## config.mk

```make
export PLATFORM = sky130hd
export DESIGN_NAME = axi4_lite_cmd_mst
export DESIGN_NICKNAME = d
export VERILOG_FILES = /design/src/rtl/axi4_lite_cmd_mst.sv
export SDC_FILE = /design/constraint.sdc
export NUM_CORES = 1
export LEC_CHECK = 0
export CORE_ASPECT_RATIO = 1.75
export CORE_MARGIN = 5
export CORE_UTILIZATION = 36
export CTS_CLUSTER_DIAMETER = 100
export DETAILED_ROUTE_END_ITERATION = 16
export PLACE_DENSITY = 0.78
export SYNTH_ARGS = -nofsm -noshare
export SYNTH_HDL_FRONTEND = slang
export SYNTH_SLANG_ARGS = --single-unit
```

## constraint.sdc

```tcl
create_clock -name i_clk -period 2.9 [get_ports i_clk]
set_clock_uncertainty 0.15 [all_clocks]
set_input_delay 0.435 -clock i_clk [delete_from_list [all_inputs] [get_ports i_clk]]
set_output_delay 0.435 -clock i_clk [all_outputs]
set_load 0.03 [all_outputs]
```

## src/rtl/axi4_lite_cmd_mst.sv

```systemverilog
// Command-driven AXI4-Lite master: takes one read/write command at a time, runs the
// bus transaction, returns the response and keeps a saturating count of error responses.
module axi4_lite_cmd_mst #(
  parameter int ADDR_BIT_WIDTH = 4,
  parameter int DATA_BIT_WIDTH = 32
) (
  input  logic                          i_clk,
  input  logic                          i_async_rst,
  // command port
  input  logic                          i_cmd_valid,
  output logic                          o_cmd_ready,
  input  logic                          i_cmd_is_wr,
  input  logic [ADDR_BIT_WIDTH-1:0]     i_cmd_addr,
  input  logic [DATA_BIT_WIDTH-1:0]     i_cmd_wdata,
  input  logic [DATA_BIT_WIDTH/8-1:0]   i_cmd_wstrb,
  // response port
  output logic                          o_rsp_valid,
  input  logic                          i_rsp_ready,
  output logic                          o_rsp_is_wr,
  output logic [DATA_BIT_WIDTH-1:0]     o_rsp_rdata,
  output logic [1:0]                    o_rsp_resp,
  output logic [7:0]                    o_err_cnt,
  // AXI AW
  output logic [ADDR_BIT_WIDTH-1:0]     o_awaddr,
  output logic [2:0]                    o_awprot,
  output logic                          o_awvalid,
  input  logic                          i_awready,
  // AXI W
  output logic [DATA_BIT_WIDTH-1:0]     o_wdata,
  output logic [DATA_BIT_WIDTH/8-1:0]   o_wstrb,
  output logic                          o_wvalid,
  input  logic                          i_wready,
  // AXI B
  input  logic [1:0]                    i_bresp,
  input  logic                          i_bvalid,
  output logic                          o_bready,
  // AXI AR
  output logic [ADDR_BIT_WIDTH-1:0]     o_araddr,
  output logic [2:0]                    o_arprot,
  output logic                          o_arvalid,
  input  logic                          i_arready,
  // AXI R
  input  logic [DATA_BIT_WIDTH-1:0]     i_rdata,
  input  logic [1:0]                    i_rresp,
  input  logic                          i_rvalid,
  output logic                          o_rready,
  // debug
  output logic [2:0]                    o_dbg_state
);

  typedef enum logic [2:0] {
    IDLE    = 3'd0,
    WR_REQ  = 3'd1,
    WR_RESP = 3'd2,
    RD_ADDR = 3'd3,
    RD_DATA = 3'd4,
    RSP     = 3'd5
  } state_e;

  // Every handshake in this block is plain valid/ready: a transfer happens on the
  // rising edge where both are high; valid never drops before that edge and the
  // payload is held stable while valid is high.

  state_e                        state_q, state_d;
  logic [ADDR_BIT_WIDTH-1:0]     addr_q, addr_d;
  logic [DATA_BIT_WIDTH-1:0]     wdata_q, wdata_d;
  logic [DATA_BIT_WIDTH/8-1:0]   wstrb_q, wstrb_d;
  logic                          is_wr_q, is_wr_d;
  logic [DATA_BIT_WIDTH-1:0]     rdata_q, rdata_d;
  logic [1:0]                    resp_q, resp_d;
  logic [7:0]                    err_cnt_q, err_cnt_d;
  logic                          aw_done_q, aw_done_d;
  logic                          w_done_q, w_done_d;
  logic                          capture;

  always_ff @(posedge i_clk or posedge i_async_rst) begin
    if (i_async_rst) begin
      state_q   <= IDLE;
      addr_q    <= '0;
      wdata_q   <= '0;
      wstrb_q   <= '0;
      is_wr_q   <= 1'b0;
      rdata_q   <= '0;
      resp_q    <= 2'b00;
      err_cnt_q <= 8'd0;
      aw_done_q <= 1'b0;
      w_done_q  <= 1'b0;
    end else begin
      state_q   <= state_d;
      addr_q    <= addr_d;
      wdata_q   <= wdata_d;
      wstrb_q   <= wstrb_d;
      is_wr_q   <= is_wr_d;
      rdata_q   <= rdata_d;
      resp_q    <= resp_d;
      err_cnt_q <= err_cnt_d;
      aw_done_q <= aw_done_d;
      w_done_q  <= w_done_d;
    end
  end

  always_comb begin
    state_d   = state_q;
    addr_d    = addr_q;
    wdata_d   = wdata_q;
    wstrb_d   = wstrb_q;
    is_wr_d   = is_wr_q;
    rdata_d   = rdata_q;
    resp_d    = resp_q;
    err_cnt_d = err_cnt_q;
    aw_done_d = aw_done_q;
    w_done_d  = w_done_q;
    capture   = 1'b0;
    case (state_q)
      IDLE: begin
        if (i_cmd_valid) begin
          addr_d  = i_cmd_addr;
          wdata_d = i_cmd_wdata;
          wstrb_d = i_cmd_wstrb;
          is_wr_d = i_cmd_is_wr;
          state_d = i_cmd_is_wr ? WR_REQ : RD_ADDR;
        end
      end
      WR_REQ: begin
        // AW and W complete independently; leave only once both have transferred.
        aw_done_d = aw_done_q | i_awready;
        w_done_d  = w_done_q | i_wready;
        if (aw_done_d && w_done_d) begin
          aw_done_d = 1'b0;
          w_done_d  = 1'b0;
          state_d   = WR_RESP;
        end
      end
      WR_RESP: begin
        if (i_bvalid) begin
          resp_d  = i_bresp;
          rdata_d = '0;
          capture = 1'b1;
          state_d = RSP;
        end
      end
      RD_ADDR: begin
        if (i_arready) state_d = RD_DATA;
      end
      RD_DATA: begin
        if (i_rvalid) begin
          rdata_d = i_rdata;
          resp_d  = i_rresp;
          capture = 1'b1;
          state_d = RSP;
        end
      end
      RSP: begin
        if (i_rsp_ready) state_d = IDLE;
      end
      default: state_d = IDLE;
    endcase
    if (capture && (resp_d != 2'b00) && (err_cnt_q != 8'hFF)) begin
      err_cnt_d = err_cnt_q + 8'd1;
    end
  end

  // Handshake outputs decode straight from the state register so reset kills them at once.
  assign o_cmd_ready = (state_q == IDLE);
  assign o_awvalid   = (state_q == WR_REQ) && !aw_done_q;
  assign o_wvalid    = (state_q == WR_REQ) && !w_done_q;
  assign o_bready    = (state_q == WR_RESP);
  assign o_arvalid   = (state_q == RD_ADDR);
  assign o_rready    = (state_q == RD_DATA);
  assign o_rsp_valid = (state_q == RSP);

  assign o_awaddr    = addr_q;
  assign o_araddr    = addr_q;
  assign o_awprot    = 3'b000;
  assign o_arprot    = 3'b000;
  assign o_wdata     = wdata_q;
  assign o_wstrb     = wstrb_q;
  assign o_rsp_is_wr = is_wr_q;
  assign o_rsp_rdata = rdata_q;
  assign o_rsp_resp  = resp_q;
  assign o_err_cnt   = err_cnt_q;
  assign o_dbg_state = state_q;

endmodule

```

Word-level counts from Yosys, hierarchy flattened
Index checks and enable logic that the tools add are counted.

Add/sub/neg operators: 1. Equal/unequal tests: 12. Multiplexer cells: 19. Bitwise operators: 2. Reductions and logical operators: 13.

Operator list (number): 32-bit 2-to-1 mux (2); 32-bit case mux with 2 select lines (1); 3-bit 2-to-1 mux (6); 3-bit case mux with 6 select lines (1); 8-bit by 1-bit adder with 8-bit output (second input constant) (1); 2-bit inequality test (second input constant) (4); 8-bit inequality test (second input constant) (1); 3-bit by 2-bit equality test with 1-bit output (second input constant) (2); 3-bit equality test (second input constant) (2); 2-bit 2-to-1 mux (3); 6-bit AND reduction (1); 1-bit logical AND (5); 1-bit 2-to-1 mux (4); 2-bit by 1-bit inequality test with 1-bit output (second input constant) (2); 2-bit case mux with 2 select lines (1); 2-bit nonzero test (2); 3-bit by 1-bit equality test with 1-bit output (second input constant) (1); 3-bit zero test (1); 3-bit AND reduction (1); 1-bit zero test (2); 1-bit OR (2); 1-bit case mux with 2 select lines (1); 2-bit AND reduction (1).

Register bits: 88. Output and inout port bits: 103. Word-level logic and storage cells: 57.

Longest topological paths before layout
Gate-level depths: netlist (run 1).

Word-level depth: 5. Gate-level depth with buffers: 7. Depth with buffers taken out: 6.

Worst setup path before layout (run 1)
OpenSTA, ideal clock, no wires.

Kind: reg2reg. Start point: reg state_q[1], in the netlist o_dbg_state[1]. End point: reg is_wr_q, in the netlist o_rsp_is_wr. Library setup time: 125 ps. Data arrival time: 2307 ps. Required time: 2625 ps. Slack: 318 ps. Stages on the path, launching flop included: 7. Buffers on the path: 3. Clock period less this slack: 2582 ps. Path through: dfrtp_1 -> buf_4 -> nor3_1 -> and2_1 -> buf_2 -> buf_4 -> mux2_2.

Cells in the longest elaborated chain, start to end: 2.

Ends and longest elaborated chain: start, declared (line 64) `state_e state_q, state_d;`; start signal, assigned (line 89) `state_q <= state_d;`; 3-bit zero test; named net o_cmd_ready (line 11) `output logic o_cmd_ready,`; 2-bit AND reduction (no line); end signal, assigned (line 93) `is_wr_q <= is_wr_d;`; end, declared (line 68) `logic is_wr_q, is_wr_d;`.

The timed path passes the listed nets, and every way through them passes these cells. A chain may end at the register's enable or synchronous reset.

Worst setup path after layout (run 1)
Start point: reg state_q[1], in the netlist o_dbg_state[1]. End point: out o_awvalid.

Cells in the longest elaborated chain, start to end: 2.

Ends and longest elaborated chain: 3-bit by 1-bit equality test with 1-bit output (line 165) `assign o_awvalid = (state_q == WR_REQ) && !aw_done_q;`; 1-bit logical AND (line 165); end, declared (line 26) `output logic o_awvalid,`.

No other way between the ends.

==> reports/qor.yml, run 1 <==
run_status: "finished clean"
p_int_mw: 4.314
synth-edff-count: 0
power_frac_comb_pct: 52.6
via_count_of_the_first_global_routing_pass: 3234
count_of_final_setup_violators: 0
ff2ff_path_depth: 5
grt_first_pass_wirelength_mm: 16.76
gp_routability_congestion: 0.7419
cells_traversed_along_the_worst_timing_path: "nor3b_4 -> nor2b_1 -> clkdlybuf4s50_1"
switchingPower_mw: 3.040
portBuffers: 182
syn_area_per_cell_um2: 11.37
register_area_um2: 2203
starting_density_pct: 36.76
cts_inserted_buffers: 9
fin_crit_sh_pct: 93.79
crit-reg2reg-capture: "o_err_cnt[1]"
syn-cell-area_um2: 3764
max_slew.worst_pin.slew_ps: 528.2
n_antenna_cell: 0
track_usage_pct: 17.10
grt_remaining_overflow: 0
report.final.hold_viol_count: 0
synthArstFlopShare_pct: 100.0
clock_tree.buffer_depth: 2
drv_slew: 0
core_region_area_um2: 10240
drt_first_pass_iters: 4
synth-seq-area-share_pct: 58.51
hpwl_dp_mm: 8.283
drv_cap: 0
worst-path-buf-inv: 1
final_cell_mix: "clkdlybuf4s50_1, dfrtp_1, nand2_1, mux2_2, o21ai_0"
reg2reg_from: "o_dbg_state[1]"
cp_data_arrival_time_ps: 2130
die_x_um: 87.29
area_used_by_multi_input_combinational_logic_um2: 1410
clock_power_share_pct: 17.9
timing.setup.tns_ps: 0
number_of_h_tree_levels: 3
max_fclk_ghz: 0.3677
clk_transition_reported_paths_ps: 70
critical_path.slowest_cell: "clkdlybuf4s50_1"
drt_wl_total_mm: 10.80
dieHeight_um: 145.3
rsz0062_at_grt: "no"
routedWlPerCell_um: 16.93
syn2layout_area_growth_pct: 59.87
relative_max_transition_margin_pct: 64.79
synthFlopType: "dfrtp_1"
power_leakage_nw: 2.479
power.switching_fraction_pct: 41.34
clk_root_buffer_cell: "clkbuf_16"
floorplan.io_pins: 189
worst-endpoint-required_ps: 2320
tritoncts_clock_tree: "built"
crit_family: "buffers and inverters"
hold_class: "in -> async"
clock_network_latency_to_the_later_pin_of_the_worst_skew_pair_ps: 330
time_the_final_worst_path_needs_with_i_o_delays_and_setup_ps: 2720
final_nets: 593
antenna_violating_nets_post_route: 0
postSynthCellCount: 331
sequential_power_share_pct: 29.5
pin_count_of_the_biggest_net_entering_global_routing: 59
fin_total_pwr_mw: 7.353
power.density_cell_area_nw_per_um2: 1222
via_per_inst: 4.809
path_class: "reg -> out"
ir_worst_vdd_uv: 649.8
filler_cell_count: 864
hold-worst-slack_ps: 257.3
yosys_warnings: 0
drt_drc_violations_left: 0
drive_above_1_share_pct: 13.70
dieArea_um2: 12680
cts_hold_buffers: 0
cp-start-kind: "register"
yosysUniqueCellTypes: 41
first_iter_violations: 95
setup.worst_path.end_class: "output pin"
num_rows: 49
r2r_setup_slack_ps: 590
grt_antenna_before_repair: 0
worst_path_fanout_max: 15
launching_instance_or_port_of_the_critical_path: "o_dbg_state[1]"
delay_of_the_slowest_cell_on_the_worst_path_ps: 680
routed-via-count: 3068
ys_ff_latch: 88
final_common_cell: "clkdlybuf4s50_1"
cts_sinks: 88
## power by group through the flow
stage	clock [mW]	combinational [mW]	sequential, mW
global placement	0	3.82	2.14
global route	1.40	4.07	2.25
finish	1.32	3.86	2.17
floorplan	0	1.28	3.18
detailed placement	0	3.89	2.19
CTS	1.36	3.90	2.17
## cells by family (layout without fill, tap and decap cells)
| kind of cell | count (synthesis) | after routing | share of synthesized area, % |
|---|---|---|---|
| fa+ha+maj | 1 | 1 | 0.3324 |
| flops | 88 | 88 | 58.51 |
| simple gates | 103 | 103 | 12.53 |
| buf+inv | 32 | 207 | 5.020 |
| xor+xnor | 8 | 8 | 1.862 |
| compound gates | 52 | 52 | 7.912 |
| other cells | 1 | 6 | 0.09964 |
| mux | 46 | 46 | 13.73 |
## metrics by stage
| stage | utilization (%) | setup WS, ps | std cells | cell area, um^2 |
|---|---|---|---|---|
| floorplan | - | 36.45 | 336 | 3782 |
| global placement | 55.35 | 449.3 | 622 | 5667 |
| detailed placement | 55.35 | 405.6 | 622 | 5667 |
| CTS | 58.69 | 14.70 | 638 | 6010 |
| global route | 58.77 | 15.44 | 638 | 6017 |
| finish | 58.77 | 180.1 | 638 | 6017 |
## routing by layer
layer | GRT usage (%) | vias up | share of wire (%)
li1 | - | 1454 | -
met1 | 17.08 | 1490 | 34
met2 | 32.14 | 103 | 57
met3 | 4.084 | 21 | 5.6
met4 | 7.373 | 0 | 3.0
met5 | 0 | - | 0
## timing repair
action | in CTS | in global routing
hold endpoints to repair | 0 | 0
setup endpoints to repair | 0 | 2
gates resized for setup | 0 | 2
buffers inserted | 0 | 0
## worst max-delay path by stage
stage | slack [ps] | cells after the start | to
6_report | 180 | 3 | o_awvalid
5_1_grt | 20 | 3 | o_awvalid
4_1_cts | 10 | 3 | o_awvalid
3_5_place_dp | 410 | 3 | o_awvalid
3_3_place_gp | 450 | 6 | o_err_cnt[1]
2_1_floorplan | 40 | 1 | aw_done_q
## Yosys cell counts (all sizes together) (2+ instances only)
cell type	count	area share, %
a21o	2	0.40
a21oi	3	0.40
and3b	2	0.47
buf	26	4.4
clkbuf	3	0.30
dfrtp	88	59
inv	3	0.30
mux2	42	13
mux2i	4	1.1
nand2	67	6.7
nand2b	4	0.66
nand3	8	1.1
nor2	10	1.2
nor2b	2	0.33
nor3b	2	0.53
o21a	2	0.40
o21ai	38	5.1
o221a	2	0.60
o32ai	2	0.47
xnor2	8	1.9
## flip-flops by register name, indices dropped and copies added, names as in the netlist
register     flops
o_dbg_state      3
w_done_q         1
o_rsp_resp       2
aw_done_q        1
o_wstrb          4
o_rsp_is_wr      1
o_wdata         32
o_araddr         4
o_rsp_rdata     32
o_err_cnt        8
## cell type report
type,instances,share of cell area (%)
well taps,127,2.641
flip-flops and latches,88,36.62
multi-input cells,216,23.44
clock buffers,9,3.743
inverters,3,0.2079
repair buffers,188,31.40
clock inverters,7,1.955
Note: power is estimated with default switching activity, not from simulation.
==> inputs of run 2 (changes only) <==
--- a/config.mk
+++ b/config.mk
@@ -11,6 +11,7 @@
 export CTS_CLUSTER_DIAMETER = 100
 export DETAILED_ROUTE_END_ITERATION = 16
 export PLACE_DENSITY = 0.78
+export RECOVER_POWER = 100
 export SYNTH_ARGS = -nofsm -noshare
 export SYNTH_HDL_FRONTEND = slang
 export SYNTH_SLANG_ARGS = --single-unit
==> run 2 against run 1 <==
Against the previous run: cell area fell by 0.62%; count of clock-buffer cells in the layout did not move; setup slack improved by 0.73 ps; non-clock buffer count did not move; sequential power barely moved; register-to-register slack got worse by 180 ps; first-iteration DRC count fell by 3.2%; via count did not move; critical path depth did not move.
==> reports/qor.yml, run 2 (synthesized netlist as in run 1, its figures left out) <==
run_status: "finished clean"
grt_remaining_overflow: 0
grt_busiest_layer: "met2"
gr-usage-met3_pct: 4.084
report.final.hold_viol_count: 0
sequential_power_share_pct: 30.2
worst_path_fanout_max: 15
power_leakage_nw: 2.608
fin_crit_sh_pct: 93.77
drt_drc_violations_left: 0
via_count_of_the_first_global_routing_pass: 3234
cp.depth: 3
syn2layout_area_growth_pct: 58.88
time_the_final_worst_path_needs_with_i_o_delays_and_setup_ps: 2719
drv_slew: 0
num_rows: 49
ir_worst_vdd_uv: 627.0
antenna_violating_nets_post_route: 0
hpwl_dp_mm: 8.283
grt_first_pass_wirelength_mm: 16.76
worst-path-buf-inv: 1
drv_cap: 0
max_slew.worst_pin.slew_ps: 1107
crit_family: "buffers and inverters"
die_x_um: 87.29
worst-endpoint-required_ps: 2320
clock_power_share_pct: 18.6
critical_path.slowest_cell: "clkdlybuf4s50_1"
final_common_cell: "dlygate4sd3_1"
setup.worst_path.end_class: "output pin"
register_area_um2: 2203
power.switching_fraction_pct: 42.43
cp-start-kind: "register"
power_frac_comb_pct: 51.1
hold_class: "reg -> reg"
timing.setup.tns_ps: 0
drt_wl_total_mm: 10.79
cts_inserted_buffers: 9
routedWlPerCell_um: 16.91
grt.met1_usage_pct: 17.08
cp_data_arrival_time_ps: 2130
via_per_inst: 4.809
grtUsageMet2_pct: 32.14
max_fclk_ghz: 0.3678
filler_cell_count: 874
area_used_by_multi_input_combinational_logic_um2: 1404
postLayoutSetupSlackWorst_ps: 180.8
cts_sinks: 88
gp_routability_congestion: 0.7419
delay_of_the_slowest_cell_on_the_worst_path_ps: 680
power.density_cell_area_nw_per_um2: 1185
switchingPower_mw: 3.006
post-cts-setup-buffers: 0
cells_traversed_along_the_worst_timing_path: "nor3b_4 -> nor2b_1 -> clkdlybuf4s50_1"
ff2ff_path_depth: 4
clk_root_buffer_cell: "clkbuf_16"
drive_above_1_share_pct: 12.72
drt_first_pass_iters: 4
n_antenna_cell: 0
first_iter_violations: 92
dieHeight_um: 145.3
dieArea_um2: 12680
count_of_final_setup_violators: 0
final_nets: 593
clock_network_latency_to_the_later_pin_of_the_worst_skew_pair_ps: 330
number_of_h_tree_levels: 3
final_cell_mix: "dlygate4sd3_1, clkdlybuf4s50_1, dfrtp_1, nand2_1"
clk_transition_reported_paths_ps: 60
starting_density_pct: 36.76
tritoncts_clock_tree: "built"
routed-via-count: 3068
rsz0062_at_grt: "no"
pin_count_of_the_biggest_net_entering_global_routing: 59
grt_antenna_before_repair: 0
core_region_area_um2: 10240
path_class: "reg -> out"
p_int_mw: 4.079
floorplan.io_pins: 189
hold-path-cell-count: 2
post-place-ws_ps: 405.6
relative_max_transition_margin_pct: 26.18
portBuffers: 182
clock_tree.buffer_depth: 2
track_usage_pct: 17.10
==> run 2: cell types whose count changed in the layout (fill, tap and decap cells not counted), moves of 3 or more <==
cell,change
buf_4,-5
clkbuf_1,+3
clkbuf_2,+3
clkdlybuf4s50_1,-93
dlygate4sd3_1,+93
==> run 2: final timing paths <==
kind | to | start | slack [ps]
max | o_awvalid | o_dbg_state[1] | 180
min | o_rsp_rdata[4] | o_rsp_rdata[4] | 330
max reg2reg | o_wdata[7] | o_dbg_state[1] | 410
min reg2reg | o_rsp_rdata[4] | o_rsp_rdata[4] | 330
max in group asynchronous | o_wdata[8] | i_async_rst | 480
min in group asynchronous | w_done_q | i_async_rst | 570
==> run 2: through the flow <==
| stage | area (um^2) | std cells | power, mW | utilization, % | hold slack (ps) |
|---|---|---|---|---|---|
| after global placement | 5667 | 622 | 5.959 | 55.35 | 311.3 |
| after global routing | 5979 | 638 | 7.460 | 58.40 | 348.3 |
| after detailed placement | 5667 | 622 | 6.076 | 55.35 | 321.7 |
| final | 5979 | 638 | 7.085 | 58.40 | 326.8 |
| after CTS | 6010 | 638 | 7.431 | 58.69 | 255.2 |
| after floorplan | 3782 | 336 | 4.460 | - | 372.0 |
==> run 2: per-layer routing <==
layer | wire length, um | up-vias
met5 | 0 | -
met4 | 297 | 0
met3 | 596 | 19
met2 | 6181 | 105
met1 | 3712 | 1484
li1 | - | 1460
==> run 2: area by class of cell <==
cell class                      instances  share of cell area, %
Sequential cell                        88                  36.85
Timing Repair Buffer                  188                  31.07
Multi-Input combinational cell        216                  23.48
Clock buffer                            9                  3.766
Tap cell                              127                  2.657
Clock inverter                          7                  1.967
Inverter                                3                 0.2092
==> run 2: power groups by stage <==
stage          Combinational (mW)  Clock, mW  Sequential [mW]
2_1_floorplan                1.28          0             3.18
3_3_place_gp                 3.82          0             2.14
3_5_place_dp                 3.89          0             2.19
4_1_cts                      3.90       1.36             2.17
5_1_grt                      3.83       1.40             2.23
6_report                     3.62       1.32             2.14
==> run 2: worst register-to-register path, cell delays in order (launching register included) <==
cell and delay [ps]:
dfrtp_1 550, nor3_1 290, and2_2 170, clkbuf_2 750, mux2_2 450
==> run 2: repair_timing <==
item                                    4_1_cts  5_1_grt
endpoints found under the setup margin        0        2
hold buffers                                  0        0
gates resized for setup                       0        2
==> inputs of run 3 (changes only) <==
--- a/config.mk
+++ b/config.mk
@@ -5,6 +5,7 @@
 export SDC_FILE = /design/constraint.sdc
 export NUM_CORES = 1
 export LEC_CHECK = 0
+export ABC_AREA = 0
 export CORE_ASPECT_RATIO = 1.75
 export CORE_MARGIN = 5
 export CORE_UTILIZATION = 36
==> results of run 3 <==
The final DEF is identical to that of run 2; final timing and power are the same.
